===== src/rtl/dsp_seq_pkg.sv =====
`default_nettype none
// ============================================================================
// Module      : dsp_seq_pkg
// Description : Shared types and helpers for the DSP load sequencer.
//               Holds the sequencer state encoding, the toggle-rate ceiling
//               and the clamp helper applied to host-supplied rates.
// Revision    : 1.0 - initial release
// ============================================================================
package dsp_seq_pkg;

    // Highest meaningful toggle rate, in percent.
    localparam logic [6:0] TR_MAX = 7'd100;

    typedef enum logic [2:0] {
        ST_IDLE     = 3'd0,
        ST_COL_UP   = 3'd1,
        ST_DWELL    = 3'd2,
        ST_STEP     = 3'd3,
        ST_COL_DOWN = 3'd4,
        ST_DONE     = 3'd5
    } state_e;

    // Host registers are 7 bits wide and can hold up to 127; the array only
    // understands 0..100 percent.
    function automatic logic [6:0] clamp_tr(input logic [6:0] i_tr);
        return (i_tr > TR_MAX) ? TR_MAX : i_tr;
    endfunction

endpackage
`default_nettype wire


===== src/rtl/dsp_seq_timer.sv =====
`default_nettype none
// ============================================================================
// Module      : dsp_seq_timer
// Description : Loadable down-counter with a zero flag. Counts down to zero
//               and holds there; a load takes priority over counting.
// Ports       : clk, rst_n       - clock, async active-low reset
//               i_load           - load i_load_val on the next edge
//               i_load_val       - value loaded (cycles-1 until o_zero)
//               o_zero           - counter currently at zero
// Revision    : 1.0 - initial release
// ============================================================================
module dsp_seq_timer #(
    parameter int WIDTH = 32
) (
    input  logic             clk,
    input  logic             rst_n,
    input  logic             i_load,
    input  logic [WIDTH-1:0] i_load_val,
    output logic             o_zero
);

    localparam logic [WIDTH-1:0] c_ONE = WIDTH'(1);

    logic [WIDTH-1:0] r_cnt_q;
    logic [WIDTH-1:0] w_cnt_d;

    always_comb begin
        w_cnt_d = r_cnt_q;
        if (i_load) begin
            w_cnt_d = i_load_val;
        end else if (r_cnt_q != '0) begin
            w_cnt_d = r_cnt_q - c_ONE;
        end
    end

    always_ff @(posedge clk or negedge rst_n) begin
        if (!rst_n) begin
            r_cnt_q <= '0;
        end else begin
            r_cnt_q <= w_cnt_d;
        end
    end

    assign o_zero = (r_cnt_q == '0);

endmodule
`default_nettype wire


===== src/rtl/dsp_load_sequencer.sv =====
`default_nettype none
// ============================================================================
// Module      : dsp_load_sequencer
// Description : Power-measurement run sequencer for the DSP load array.
//               Enables masked columns one by one, steps the shared toggle
//               rate from start to end level with a dwell per level, then
//               disables the columns in reverse order.
// Ports       : clk, rst_n          - clock, async active-low reset
//               start, abort        - run request / orderly shutdown
//               tr_start/end/step   - toggle-rate sweep configuration
//               dwell_cycles        - clocks per level (0 acts as 1)
//               col_mask            - participating columns
//               TOGGLE_RATE, col_en - registered drive to the DSP array
//               busy, done, err     - run status
//               sample_strobe       - logger strobe, last cycle of a dwell
//               step_idx            - current level index
// Revision    : 1.0 - initial release
// ============================================================================
module dsp_load_sequencer
    import dsp_seq_pkg::*;
#(
    parameter int NUM_DSP_COLUMN = 5,
    parameter int DWELL_W        = 32,
    parameter int SETTLE_CYCLES  = 1024,
    parameter int STEP_IDX_W     = 7
) (
    input  logic                      clk,
    input  logic                      rst_n,
    input  logic                      start,
    input  logic                      abort,
    input  logic [6:0]                tr_start,
    input  logic [6:0]                tr_end,
    input  logic [6:0]                tr_step,
    input  logic [DWELL_W-1:0]        dwell_cycles,
    input  logic [NUM_DSP_COLUMN-1:0] col_mask,
    output logic [6:0]                TOGGLE_RATE,
    output logic [NUM_DSP_COLUMN-1:0] col_en,
    output logic                      busy,
    output logic                      done,
    output logic                      err,
    output logic                      sample_strobe,
    output logic [STEP_IDX_W-1:0]     step_idx
);

    // The timer reaches zero on the last cycle of an interval, so it is
    // loaded with the interval length minus one.
    localparam logic [DWELL_W-1:0]        c_SETTLE_LOAD = DWELL_W'(SETTLE_CYCLES - 1);
    localparam logic [DWELL_W-1:0]        c_DWELL_ONE   = DWELL_W'(1);
    localparam logic [NUM_DSP_COLUMN-1:0] c_COL_ONE     = NUM_DSP_COLUMN'(1);
    localparam logic [STEP_IDX_W-1:0]     c_IDX_ONE     = STEP_IDX_W'(1);

    state_e                      r_state_q,    w_state_d;
    logic [6:0]                  r_tr_q,       w_tr_d;
    logic [NUM_DSP_COLUMN-1:0]   r_col_en_q,   w_col_en_d;
    logic                        r_err_q,      w_err_d;
    logic [STEP_IDX_W-1:0]       r_step_idx_q, w_step_idx_d;
    logic [6:0]                  r_tr_end_q,   w_tr_end_d;
    logic [6:0]                  r_tr_step_q,  w_tr_step_d;
    logic [DWELL_W-1:0]          r_dwell_q,    w_dwell_d;
    logic [NUM_DSP_COLUMN-1:0]   r_mask_q,     w_mask_d;

    logic                        w_tmr_load;
    logic [DWELL_W-1:0]          w_tmr_val;
    logic                        w_tmr_zero;
    logic [6:0]                  w_tr_start_c;
    logic [6:0]                  w_tr_end_c;
    logic [7:0]                  w_next_tr;
    logic [NUM_DSP_COLUMN-1:0]   w_remaining;
    logic [NUM_DSP_COLUMN-1:0]   w_hi_bit;
    logic [DWELL_W-1:0]          w_dwell_load;

    dsp_seq_timer #(
        .WIDTH (DWELL_W)
    ) u_timer (
        .clk        (clk),
        .rst_n      (rst_n),
        .i_load     (w_tmr_load),
        .i_load_val (w_tmr_val),
        .o_zero     (w_tmr_zero)
    );

    // Highest currently-enabled column, one-hot.
    always_comb begin
        w_hi_bit = '0;
        for (int i = 0; i < NUM_DSP_COLUMN; i++) begin
            if (r_col_en_q[i]) begin
                w_hi_bit    = '0;
                w_hi_bit[i] = 1'b1;
            end
        end
    end

    // ---------------- state register ----------------
    always_ff @(posedge clk or negedge rst_n) begin
        if (!rst_n) begin
            r_state_q    <= ST_IDLE;
            r_tr_q       <= '0;
            r_col_en_q   <= '0;
            r_err_q      <= 1'b0;
            r_step_idx_q <= '0;
            r_tr_end_q   <= '0;
            r_tr_step_q  <= '0;
            r_dwell_q    <= '0;
            r_mask_q     <= '0;
        end else begin
            r_state_q    <= w_state_d;
            r_tr_q       <= w_tr_d;
            r_col_en_q   <= w_col_en_d;
            r_err_q      <= w_err_d;
            r_step_idx_q <= w_step_idx_d;
            r_tr_end_q   <= w_tr_end_d;
            r_tr_step_q  <= w_tr_step_d;
            r_dwell_q    <= w_dwell_d;
            r_mask_q     <= w_mask_d;
        end
    end

    // ---------------- next-state logic ----------------
    always_comb begin
        w_state_d    = r_state_q;
        w_tr_d       = r_tr_q;
        w_col_en_d   = r_col_en_q;
        w_err_d      = r_err_q;
        w_step_idx_d = r_step_idx_q;
        w_tr_end_d   = r_tr_end_q;
        w_tr_step_d  = r_tr_step_q;
        w_dwell_d    = r_dwell_q;
        w_mask_d     = r_mask_q;
        w_tmr_load   = 1'b0;
        w_tmr_val    = c_SETTLE_LOAD;

        w_tr_start_c = clamp_tr(tr_start);
        w_tr_end_c   = clamp_tr(tr_end);
        w_next_tr    = {1'b0, r_tr_q} + {1'b0, r_tr_step_q};
        w_remaining  = r_mask_q & ~r_col_en_q;
        w_dwell_load = (r_dwell_q == '0) ? '0 : (r_dwell_q - c_DWELL_ONE);

        unique case (r_state_q)
            ST_IDLE: begin
                // Abort held in IDLE suppresses a simultaneous start.
                if (start && !abort) begin
                    w_tr_end_d   = w_tr_end_c;
                    w_tr_step_d  = tr_step;
                    w_dwell_d    = dwell_cycles;
                    w_mask_d     = col_mask;
                    w_err_d      = 1'b0;
                    w_step_idx_d = '0;
                    if ((col_mask == '0) || (w_tr_start_c > w_tr_end_c)) begin
                        w_err_d   = 1'b1;
                        w_state_d = ST_DONE;
                    end else begin
                        // First (lowest) column comes up with the state change.
                        w_state_d  = ST_COL_UP;
                        w_tr_d     = w_tr_start_c;
                        w_col_en_d = col_mask & (~col_mask + c_COL_ONE);
                        w_tmr_load = 1'b1;
                    end
                end
            end
            ST_COL_UP, ST_DWELL, ST_STEP: begin
                if (abort) begin
                    w_state_d  = ST_COL_DOWN;
                    w_tr_d     = '0;
                    w_tmr_load = 1'b1;
                end else if (r_state_q == ST_COL_UP) begin
                    if (w_tmr_zero) begin
                        w_tmr_load = 1'b1;
                        if (w_remaining != '0) begin
                            w_col_en_d = r_col_en_q | (w_remaining & (~w_remaining + c_COL_ONE));
                        end else begin
                            w_state_d = ST_DWELL;
                            w_tmr_val = w_dwell_load;
                        end
                    end
                end else if (r_state_q == ST_DWELL) begin
                    if (w_tmr_zero) begin
                        w_state_d = ST_STEP;
                    end
                end else begin
                    w_tmr_load = 1'b1;
                    if ((r_tr_step_q == '0) || (w_next_tr > {1'b0, r_tr_end_q})) begin
                        w_state_d = ST_COL_DOWN;
                        w_tr_d    = '0;
                    end else begin
                        w_state_d = ST_DWELL;
                        w_tr_d    = w_next_tr[6:0];
                        w_tmr_val = w_dwell_load;
                        if (r_step_idx_q != {STEP_IDX_W{1'b1}}) begin
                            w_step_idx_d = r_step_idx_q + c_IDX_ONE;
                        end
                    end
                end
            end
            ST_COL_DOWN: begin
                if (r_col_en_q == '0) begin
                    w_state_d = ST_DONE;
                end else if (w_tmr_zero) begin
                    w_col_en_d = r_col_en_q & ~w_hi_bit;
                    w_tmr_load = 1'b1;
                end
            end
            ST_DONE: begin
                w_state_d = ST_IDLE;
            end
            default: begin
                w_state_d = ST_IDLE;
            end
        endcase
    end

    // ---------------- output logic ----------------
    always_comb begin
        busy          = (r_state_q != ST_IDLE);
        done          = (r_state_q == ST_DONE);
        sample_strobe = (r_state_q == ST_DWELL) && w_tmr_zero && !abort;
    end

    assign TOGGLE_RATE = r_tr_q;
    assign col_en      = r_col_en_q;
    assign err         = r_err_q;
    assign step_idx    = r_step_idx_q;

endmodule
`default_nettype wire


===== config.mk =====
export PLATFORM = sky130hd
export DESIGN_NAME = dsp_load_sequencer
export DESIGN_NICKNAME = d
export VERILOG_FILES = /design/src/rtl/dsp_seq_pkg.sv /design/src/rtl/dsp_seq_timer.sv /design/src/rtl/dsp_load_sequencer.sv
export SDC_FILE = /design/constraint.sdc
export NUM_CORES = 1
export LEC_CHECK = 0
export CAP_MARGIN = 20
export CORE_ASPECT_RATIO = 0.6
export CORE_UTILIZATION = 50
export CTS_CLUSTER_DIAMETER = 200
export DETAILED_ROUTE_END_ITERATION = 7
export PLACE_DENSITY = 0.69
export REMOVE_ABC_BUFFERS = 1
export SYNTH_ARGS = -nofsm -noshare
export SYNTH_HDL_FRONTEND = slang
export SYNTH_SLANG_ARGS = --single-unit

===== constraint.sdc =====
create_clock -name clk -period 9.18 [get_ports clk]
set_input_delay 1.836 -clock clk [delete_from_list [all_inputs] [get_ports clk]]
set_output_delay 1.836 -clock clk [all_outputs]
set_load 0.05 [all_outputs]

==> results of run 1 <==
[flip-flops by register name (all words and copies together), names as in the netlist]
name and cells:
col_en 5, r_tr_step_q 7, r_state_q 3, r_dwell_q 32, TOGGLE_RATE 7, step_idx 7, r_mask_q 5, err 1
u_timer.r_cnt_q 32, r_tr_end_q 7
[tightest hold or removal path: cells and delay by family, from the launching register on]
kind	cells	cell delay [ps]
flops	1	350
compound gates	1	60
simple gates	1	50
[cell families after synthesis]
| family | count (synthesis) | synth area share |
|---|---|---|
| compound gates | 125 | 0.136 |
| mux | 8 | 0.0138 |
| flops | 106 | 0.407 |
| fa+ha+maj | 27 | 0.0530 |
| xor+xnor | 65 | 0.0873 |
| buf+inv | 46 | 0.0301 |
| simple gates | 368 | 0.273 |
[area by class of cell]
| type | count | area [sq um] |
|---|---|---|
| Tap cell | 165 | 206 |
| Fill cell | 1024 | 4600 |
| Multi-Input combinational cell | 593 | 3670 |
| Sequential cell | 106 | 2650 |
| Timing Repair Buffer | 87 | 873 |
| Clock inverter | 7 | 71.3 |
| Clock buffer | 9 | 225 |
| Inverter | 18 | 67.6 |
[per-stage QoR]
step                      hold WS, ps  instances  utilization  total power (W)
after floorplan                   450        717            -          0.00159
after global placement            478        968        0.602          0.00191
after detailed placement          481        968        0.602          0.00195
after CTS                         500        984        0.626          0.00234
after global routing              543        985        0.628          0.00254
final                             493        985        0.628          0.00236
[layer usage]
metal | track usage | routed length, microns | up-vias
met5 | 0 | 0 | -
met4 | 0.0655 | 165 | 0
met1 | 0.421 | 8970 | 2745
met2 | 0.376 | 7110 | 190
li1 | - | - | 2731
met3 | 0.0631 | 1050 | 18
[how the worst max path moves through the flow]
stage	slack [ps]	cells past startpoint	end
finish	3510	5	sample_strobe
global route	3180	12	u_timer.r_cnt_q[27]$_DFFE_PN0P_
CTS	3520	5	sample_strobe
detailed placement	3300	12	u_timer.r_cnt_q[27]$_DFFE_PN0P_
global placement	3510	12	u_timer.r_cnt_q[23]$_DFFE_PN0P_
floorplan	4540	3	sample_strobe
[where the power goes]
group          internal (W)  total (W)  leakage [nW]  switching, W
clock              0.000192   0.000387         0.139      0.000195
combinational      0.000465    0.00116          1.99      0.000691
sequential         0.000623   0.000815          1.34      0.000192
[layout by cell type (no fill, tap or decap), drive strengths merged, types with 8 or more instances in the layout]
| master | Yosys | routed |
|---|---|---|
| nand2 | 186 | 186 |
| or4 | 10 | 10 |
| xor2 | 36 | 36 |
| a22oi | 11 | 11 |
| o22ai | 23 | 23 |
| clkbuf | 22 | 9 |
| nor4 | 19 | 19 |
| nor3 | 16 | 16 |
| dfrtp | 106 | 106 |
| ha | 26 | 26 |
| a21oi | 19 | 19 |
| nand3 | 14 | 14 |
| nand4 | 8 | 8 |
| inv | 18 | 21 |
| xnor2 | 29 | 29 |
| nor2b | 8 | 8 |
| mux2 | 8 | 8 |
| nor2 | 62 | 62 |
| clkdlybuf4s50 | 0 | 83 |
| o21ai | 30 | 30 |
==> summary.md, run 1 <==
| Metric | Value |
|---|---|
| Outcome | finished, final reports clean |
| Avg Inst Size Synth | 8.75 sq um |
| CTS max path bufs | 2 |
| Crit. End Element | output pin |
| Final Critical Period | 5670 ps |
| Syn Inst Count | 745 |
| CTS resizes | 0 |
| Top-count cell post-synth | nand2_1 |
| Post-CTS Setup Bufs | 0 |
| # clock sinks | 106 |
| Fmax | 176 MHz |
| Core ar. | 0.0124 sq mm |
| Pwr dens | 303 mW/mm^2 |
| First-pass GRT wire length | 28.6 mm |
| Post-synth EDFFs | 0 |
| Pleak | 3.47 nW |
| R2R depth | 12 |
| Largest net degree at the start of global routing | 64 |
| First-pass detailed-route iteration total | 5 |
| Synth unique cells | 66 |
| Top cells by area, synth | dfrtp_1 41%, nand2_1 11%, ha_1 5.0% |
| Worst Tran Pin Value | 1110 ps |
| Worst vdd ir | 0.206 mV |
| Worst flop-to-flop path startpoint | TOGGLE_RATE[0]$_DFFE_PN0P_ |
| Max incr delay on CP | 820 ps |
| Max-Cap Viols | 0 |
| Crit path max fanout | 10 |
| Seq/Total Area, Yosys | 0.407 |
| Setup crit start kind | input pin |
| Gr ovfl total | 0 |
| Routed len/inst | 17.6 microns |
| Post-synth top area cell | dfrtp_1 |
| DR iter-0 viols | 452 |
| Fin Setup TNS | 0 ps |
| Crit Path Class | input pin to output pin |
| Synth Flop Type | dfrtp_1 |
| Post-synth top cells | 186 x nand2_1, 106 x dfrtp_1, 60 x nor2_1 |
| WP data arrival | 3830 ps |
| PnR worst setup slack | 3510 ps |
| Clk Latency, worst-skew pair | 350 ps |
| Detail Route Antenna Nets | 0 |
| # port buffers | 84 |
| Min-Delay Endpoint | r_tr_end_q[1]$_DFFE_PN0P_ |
| Area grow syn2layout | 19.2% |
| Hold_buf cts | 0 |
| Hold path cells | 2 |
| Top cell family by delay on the critical path | buffers and inverters |
| Hold Violations, Final | 0 |
| Root Buffer Master | clkbuf_16 |
| GRT Overall Usage | 0.272 |
| Yosys warns | 0 |
| Post-DP Area | 0.00745 sq mm |
| Final GP Congestion | 0.916 |
| H-Tree Depth | 3 |
| Via density | 5.77 |
| Top-area cell type share of the netlist area | 0.407 |
| Share of cells above drive strength 1 | 0.0720 |
| Initial Util | 0.527 |
| Final period util | 0.617 |
| Crit path from | abort |
| Io pins | 85 |
| Clk_skew | 8.75 ps |
| Relative slew slack | 0.259 |
| Post-route cell area | 0.00777 sq mm |
| Die area | 0.0135 sq mm |
| #FFs+latches synth | 106 |
| Total wire length | 17.3 mm |
| Final #Nets | 904 |
| Critical Path RT | 7340 ps |
| Post-synth ARST share | 1.00 |
| WP buf/inv | 2 |
| Most frequent CP cell | clkdlybuf4s50_1 |
| Detailed Place HPWL | 12.5 mm |
| Die width | 149 microns |
| Via Count | 5684 |
| CTS tree | yes |
| Clock transition at path regs | 80 ps |
| Vert. Die Dim | 90.4 microns |
| Mapped cell area | 0.00652 sq mm |
| Critical Path, Cell by Cell | clkdlybuf4s50_1 > nor3_1 > nand2_1 > nor2_1 > clkdlybuf4s50_1 |
| Reg2reg setup slack | 5190 ps |
| Final setup violation count | 0 |
| DR DRC count | 0 |
| Reg2Reg Capture Point | TOGGLE_RATE[4]$_DFFE_PN0P_ |
| Hold path startpoint | r_tr_end_q[1]$_DFFE_PN0P_ |
| Initial antenna violation count | 0 |
| Final Max Tran Viols | 0 |
| CTS buffer count | 9 |
| Vias in the first global route | 5609 |
| Crit-path slowest cell | clkdlybuf4s50_1 |
| Place WS | 3300 ps |
| Hold Path Class | register to register |
| Row count | 31 |
| RSZ-0062 raised after global routing | no |
| Antenna Cells | 0 |
(Power assumes the default switching activity.)
==> run 2, diff against run 1 <==
Settings changed: PLACE_DENSITY 0.69 to 0.72.
Clock period 9.18 ns to 4.71 ns, I/O delays scaled along.
==> summary.md, run 2 (synthesized netlist as in run 1, its figures left out) <==
| Metric | Value |
|---|---|
| Fin Setup TNS | 0 ps (unchanged) |
| Via Count | 5750 (+1.2%) |
| Multi-input logic area | 0.00367 sq mm (unchanged) |
| First-pass GRT wire length | 29.1 mm (+1.7%) |
| WP data arrival | 3120 ps (-710 ps) |
| Hold Path Class | register to register |
| Fmax | 246 MHz |
| Critical Path RT | 3770 ps (-3570 ps) |
| Max-Cap Viols | 0 (unchanged) |
| Total wire length | 17.5 mm (+1.2%) |
| Relative slew slack | 0.346 (+0.0864) |
| Final Critical Period | 4070 ps |
| RSZ-0062 raised after global routing | no |
| Antenna Cells | 0 (unchanged) |
| Via density | 5.82 (+0.85%) |
| Flop pwr share | 0.342 (-0.004) |
| Pint | 0.00250 W (+95%) |
| Clock transition at path regs | 80 ps (about the same) |
| Final GP Congestion | 0.879 (-3.9%) |
| DR DRC count | 0 (unchanged) |
| Most frequent cells in the layout | 186 x nand2_1, 106 x dfrtp_1, 83 x clkdlybuf4s50_1, 60 x nor2_1, 36 x xor2_1 |
| Crit path max fanout | 17 (+7) |
| Gr busiest metal | met1 |
| Clock power share | 0.164 (about the same) |
| Setup crit start kind | register |
| Root Buffer Master | clkbuf_16 |
| # port buffers | 84 (unchanged) |
| Final period util | 0.863 |
| Routed len/inst | 17.7 microns (+0.93%) |
| # clock sinks | 106 (unchanged) |
| Most common cell after layout, fill and taps aside | nand2_1 |
| Crit Path Class | register to output pin |
| Detail Route Antenna Nets | 0 (unchanged) |
| Gr ovfl total | 0 (unchanged) |
| Initial Util | 0.527 (unchanged) |
| Final setup violation count | 0 (unchanged) |
| Initial antenna violation count | 0 (unchanged) |
| Final Util | 0.629 (+0.000707) |
| Fin Hold WS | 500 ps (+6.94 ps) |
| Vert. Die Dim | 90.4 microns (unchanged) |
| Hold_buf cts | 0 (unchanged) |
| Hold Violations, Final | 0 (unchanged) |
| First-pass detailed-route iteration total | 5 (unchanged) |
| Largest net degree at the start of global routing | 76 (+19%) |
| Clk_skew | 10.1 ps (+1.35 ps) |
| M3 GR Usage | 0.0611 (-0.00202) |
| NetSw | 0.00216 W (+100%) |
| Place WS | 797 ps (-2510 ps) |
| Detailed Place HPWL | 13.0 mm (+4.2%) |
| Vias in the first global route | 5664 (+0.98%) |
| Core ar. | 0.0124 sq mm (unchanged) |
| Final #Nets | 907 (+0.33%) |
| Worst Tran Pin Value | 982 ps (-130 ps) |
| Combinational Power Share | 0.495 (+0.005) |
| FILL cells | 1058 (+3.3%) |
| Share of cells above drive strength 1 | 0.0753 (+0.00338) |
| H-Tree Depth | 3 (unchanged) |
| CTS resizes | 0 (unchanged) |
| Global Route met1 Usage | 0.441 (+0.0203) |
| Die width | 149 microns (unchanged) |
| Worst vdd ir | 0.362 mV (+76%) |
| PnR worst setup slack | 643 ps (-2870 ps) |
| Row count | 31 (unchanged) |
| DR iter-0 viols | 536 (+19%) |
| Switching fraction of total power | 0.463 (+0.00625) |
| Area grow syn2layout | 19.4% |
| Register area | 0.00265 sq mm (unchanged) |
| Total Power | 0.00466 W (+98%) |
| Top Registers | r_dwell_q (32), u_timer.r_cnt_q (32) |
| Pwr dens | 599 mW/mm^2 (+97%) |
| CTS buffer count | 9 (unchanged) |
| Io pins | 85 (unchanged) |
| Crit. End Element | output pin |
| CTS tree | yes |
| Post-CTS Setup Bufs | 0 (unchanged) |
| Clk Latency, worst-skew pair | 360 ps (about the same) |
| Outcome | finished, final reports clean |
| Die area | 0.0135 sq mm (unchanged) |
| CTS max path bufs | 2 (unchanged) |
| Final Max Tran Viols | 0 (unchanged) |
| GRT met2 Usage | 0.376 (unchanged) |
| GRT Overall Usage | 0.277 (+0.00567) |
| Pleak | 3.49 nW (+0.39%) |
run 2: changes by cell type in the layout (fill, tap and decap cells not counted), sizes merged:
cell | before | now
inv | 21 | 22
buf | 4 | 7
clkinvlp | 2 | 1
run 2: stage by stage:
| stage | std cells | cell area, sq um |
|---|---|---|
| finish | 988 | 7780 |
| global route | 988 | 7780 |
| CTS | 988 | 7780 |
| detailed placement | 972 | 7480 |
| global placement | 972 | 7480 |
| floorplan | 717 | 6390 |
run 2: final cells by class:
type                            instances  share of cell area
Clock buffer                            9              0.0289
Tap cell                              165              0.0265
Sequential cell                       106               0.341
Clock inverter                          7             0.00901
Multi-Input combinational cell        593               0.472
Inverter                               18             0.00868
Timing Repair Buffer                   90               0.114
run 2: critical path, stage by stage (launching register included):
cell and delay [ps]:
dfrtp_1 400, or4_1 610, nor2_2 360, nand4_4 310, nor2_1 250, clkdlybuf4s50_1 830
run 2: final timing paths:
path,from,end,slack (ps),cells after the start
min in group asynchronous,rst_n,r_tr_step_q[1]$_DFFE_PN0P_,710,1
setup / recovery,u_timer.r_cnt_q[21]$_DFFE_PN0P_,sample_strobe,640,5
setup reg to reg,TOGGLE_RATE[0]$_DFFE_PN0P_,u_timer.r_cnt_q[1]$_DFFE_PN0P_,780,13
max in group asynchronous,rst_n,step_idx[5]$_DFFE_PN0P_,3000,2
hold reg to reg,r_tr_end_q[4]$_DFFE_PN0P_,r_tr_end_q[4]$_DFFE_PN0P_,500,2
hold / removal,r_tr_end_q[4]$_DFFE_PN0P_,r_tr_end_q[4]$_DFFE_PN0P_,500,2
run 2: power groups by stage:
stage,clock (W),combinational (W),sequential (W)
finish,0.000762,0.00231,0.00159
detailed placement,0,0.00226,0.00160
global placement,0,0.00217,0.00157
CTS,0.000774,0.00228,0.00158
global route,0.000810,0.00256,0.00164
floorplan,0,0.00144,0.00166
run 2: layer usage:
metal | part of all wire | wire length [microns] | vias to the layer above
met5 | 0 | 0 | -
met1 | 0.51 | 8860 | 2763
li1 | - | - | 2734
met4 | 0.011 | 197 | 0
met2 | 0.40 | 7020 | 231
met3 | 0.082 | 1430 | 22
==> run 3, diff against run 2 <==
Settings changed: CAP_MARGIN 20 to unset, MAX_ROUTING_LAYER set to met4.
==> summary.md, run 3 (synthesized netlist as in run 1, its figures left out) <==
| Metric | Value |
|---|---|
| Final Critical Period | 4020 ps (-43.9 ps) |
| Switching fraction of total power | 0.463 (-0.000784) |
| Crit path max fanout | 17 (unchanged) |
| Post-DP Area | 0.00748 sq mm (unchanged) |
| Post-route cell area | 0.00778 sq mm (about the same) |
| PnR worst setup slack | 687 ps (+43.9 ps) |
| Hold Path Class | register to register |
| Crit. End Element | output pin |
| Combinational Power Share | 0.493 (-0.002) |
| Pwr dens | 598 mW/mm^2 (-0.15%) |
| Most frequent cells in the layout | 186 x nand2_1, 106 x dfrtp_1, 83 x clkdlybuf4s50_1, 60 x nor2_1, 36 x xor2_1 |
| CTS max path bufs | 2 (unchanged) |
| Hold Violations, Final | 0 (unchanged) |
| CTS buffer count | 9 (unchanged) |
| Row count | 31 (unchanged) |
| CTS tree | yes |
| Post-CTS Setup Bufs | 0 (unchanged) |
| Routed len/inst | 17.7 microns (-0.37%) |
| R2R depth | 14 (+1) |
| Crit Path Class | register to output pin |
| Final #Nets | 907 (unchanged) |
| Final Max Tran Viols | 0 (unchanged) |
| Worst vdd ir | 0.387 mV (+6.7%) |
| Gr ovfl total | 0 (unchanged) |
| RSZ-0062 raised after global routing | no |
| Clock transition at path regs | 70 ps (about the same) |
| Detailed Place HPWL | 13.0 mm (-0.48%) |
| First-pass GRT wire length | 28.5 mm (-2.2%) |
| Initial antenna violation count | 0 (unchanged) |
| Final setup violation count | 0 (unchanged) |
| WP data arrival | 3080 ps (-40 ps) |
| Critical Path RT | 3770 ps (about the same) |
| NetSw | 0.00215 W (-0.35%) |
| Initial Util | 0.527 (unchanged) |
| Share of cells above drive strength 1 | 0.0753 (unchanged) |
| Via density | 5.80 (-0.31%) |
| Die width | 149 microns (unchanged) |
| Min-Delay Endpoint | r_tr_end_q[2]$_DFFE_PN0P_ |
| Clock power share | 0.165 (about the same) |
| Total wire length | 17.4 mm (-0.37%) |
| CTS resizes | 0 (unchanged) |
| First-pass detailed-route iteration total | 5 (unchanged) |
| Fin Setup TNS | 0 ps (unchanged) |
| Place WS | 852 ps (+55.0 ps) |
| GRT Overall Usage | 0.280 (+0.00268) |
| Hold_buf cts | 0 (unchanged) |
| Setup crit start kind | register |
| DR iter-0 viols | 523 (-2.4%) |
| Hold path startpoint | r_tr_end_q[2]$_DFFE_PN0P_ |
| Detail Route Antenna Nets | 0 (unchanged) |
| Reg2Reg Capture Point | u_timer.r_cnt_q[0]$_DFFE_PN0P_ |
| Reg2reg setup slack | 840 ps (+60 ps) |
| Hold path cells | 2 (unchanged) |
| Max-Cap Viols | 0 (unchanged) |
| Pint | 0.00250 W (about the same) |
| # clock sinks | 106 (unchanged) |
| DR DRC count | 0 (unchanged) |
| # port buffers | 84 (unchanged) |
| Outcome | finished, final reports clean |
| Top Registers | r_dwell_q (32), u_timer.r_cnt_q (32) |
| Io pins | 85 (unchanged) |
| Worst flop-to-flop path startpoint | TOGGLE_RATE[0]$_DFFE_PN0P_ |
| Core ar. | 0.0124 sq mm (unchanged) |
| Area grow syn2layout | 19.3% (about the same) |
| Pleak | 3.49 nW (about the same) |
| FILL cells | 1053 (-0.47%) |
| Relative slew slack | 0.290 (-0.0552) |
| Final period util | 0.854 (-0.00933) |
| Antenna Cells | 0 (unchanged) |
| Vert. Die Dim | 90.4 microns (unchanged) |
| Worst Tran Pin Value | 1060 ps (+82.8 ps) |
| Fmax | 249 MHz (+1.1%) |
| Most common cell after layout, fill and taps aside | nand2_1 |
| Flop pwr share | 0.343 (about the same) |
| Die area | 0.0135 sq mm (unchanged) |
| Final GP Congestion | 0.874 (-0.64%) |
| Largest net degree at the start of global routing | 82 (+7.9%) |
| Vias in the first global route | 5492 (-3.0%) |
| H-Tree Depth | 3 (unchanged) |
| Clk_skew | 8.14 ps (-1.95 ps) |
| Root Buffer Master | clkbuf_16 |
| Clk Latency, worst-skew pair | 360 ps (about the same) |
| Via Count | 5732 (-0.31%) |
-- run 3: worst max-delay path by stage --
stage / startpoint / endpoint / slack (ps) / depth (start not counted)
floorplan: abort / u_timer.r_cnt_q[10]$_DFFE_PN0P_ / 1000 / 5
global placement: abort / sample_strobe / 870 / 5
detailed placement: tr_start[0] / u_timer.r_cnt_q[23]$_DFFE_PN0P_ / 850 / 14
CTS: u_timer.r_cnt_q[20]$_DFFE_PN0P_ / sample_strobe / 700 / 5
global route: u_timer.r_cnt_q[17]$_DFFE_PN0P_ / sample_strobe / 550 / 5
finish: u_timer.r_cnt_q[17]$_DFFE_PN0P_ / sample_strobe / 690 / 5
-- run 3: routing by layer --
layer,vias to the layer above,GRT usage,part of all wire
li1,2725,-,-
met1,2781,0.430,0.52
met2,213,0.371,0.41
met3,13,0.0652,0.072
met4,0,0.0510,0.0078
met5,-,-,0
-- run 3: through the flow --
step	utilization	hold WS (ps)	total power, W	std cells
floorplan	-	450	0.00309	717
global placement	0.605	473	0.00374	972
detailed placement	0.605	479	0.00385	972
CTS	0.629	498	0.00463	988
global route	0.629	503	0.00496	988
finish	0.629	495	0.00465	988
-- run 3: worst max-delay path: stages, from the launching register on --
cell and delay (ps):
dfrtp_1 440, or4_1 580, nor2_2 350, nand4_4 320, nor2_1 220, clkdlybuf4s50_1 820
-- run 3: layout make-up --
cell class	instances	area, sq um	share of cell area
Clock inverter	7	67.6	0.00869
Inverter	18	67.6	0.00869
Clock buffer	9	225	0.0290
Sequential cell	106	2650	0.341
Multi-Input combinational cell	593	3670	0.472
Timing Repair Buffer	90	883	0.114
Tap cell	165	206	0.0265
-- run 3: power groups by stage --
stage                     sequential [W]  clock [W]  combinational (W)
after floorplan                  0.00166          0            0.00144
after global placement           0.00157          0            0.00217
after detailed placement         0.00160          0            0.00225
after CTS                        0.00159   0.000777            0.00227
after global routing             0.00164   0.000808            0.00251
final                            0.00159   0.000766            0.00229
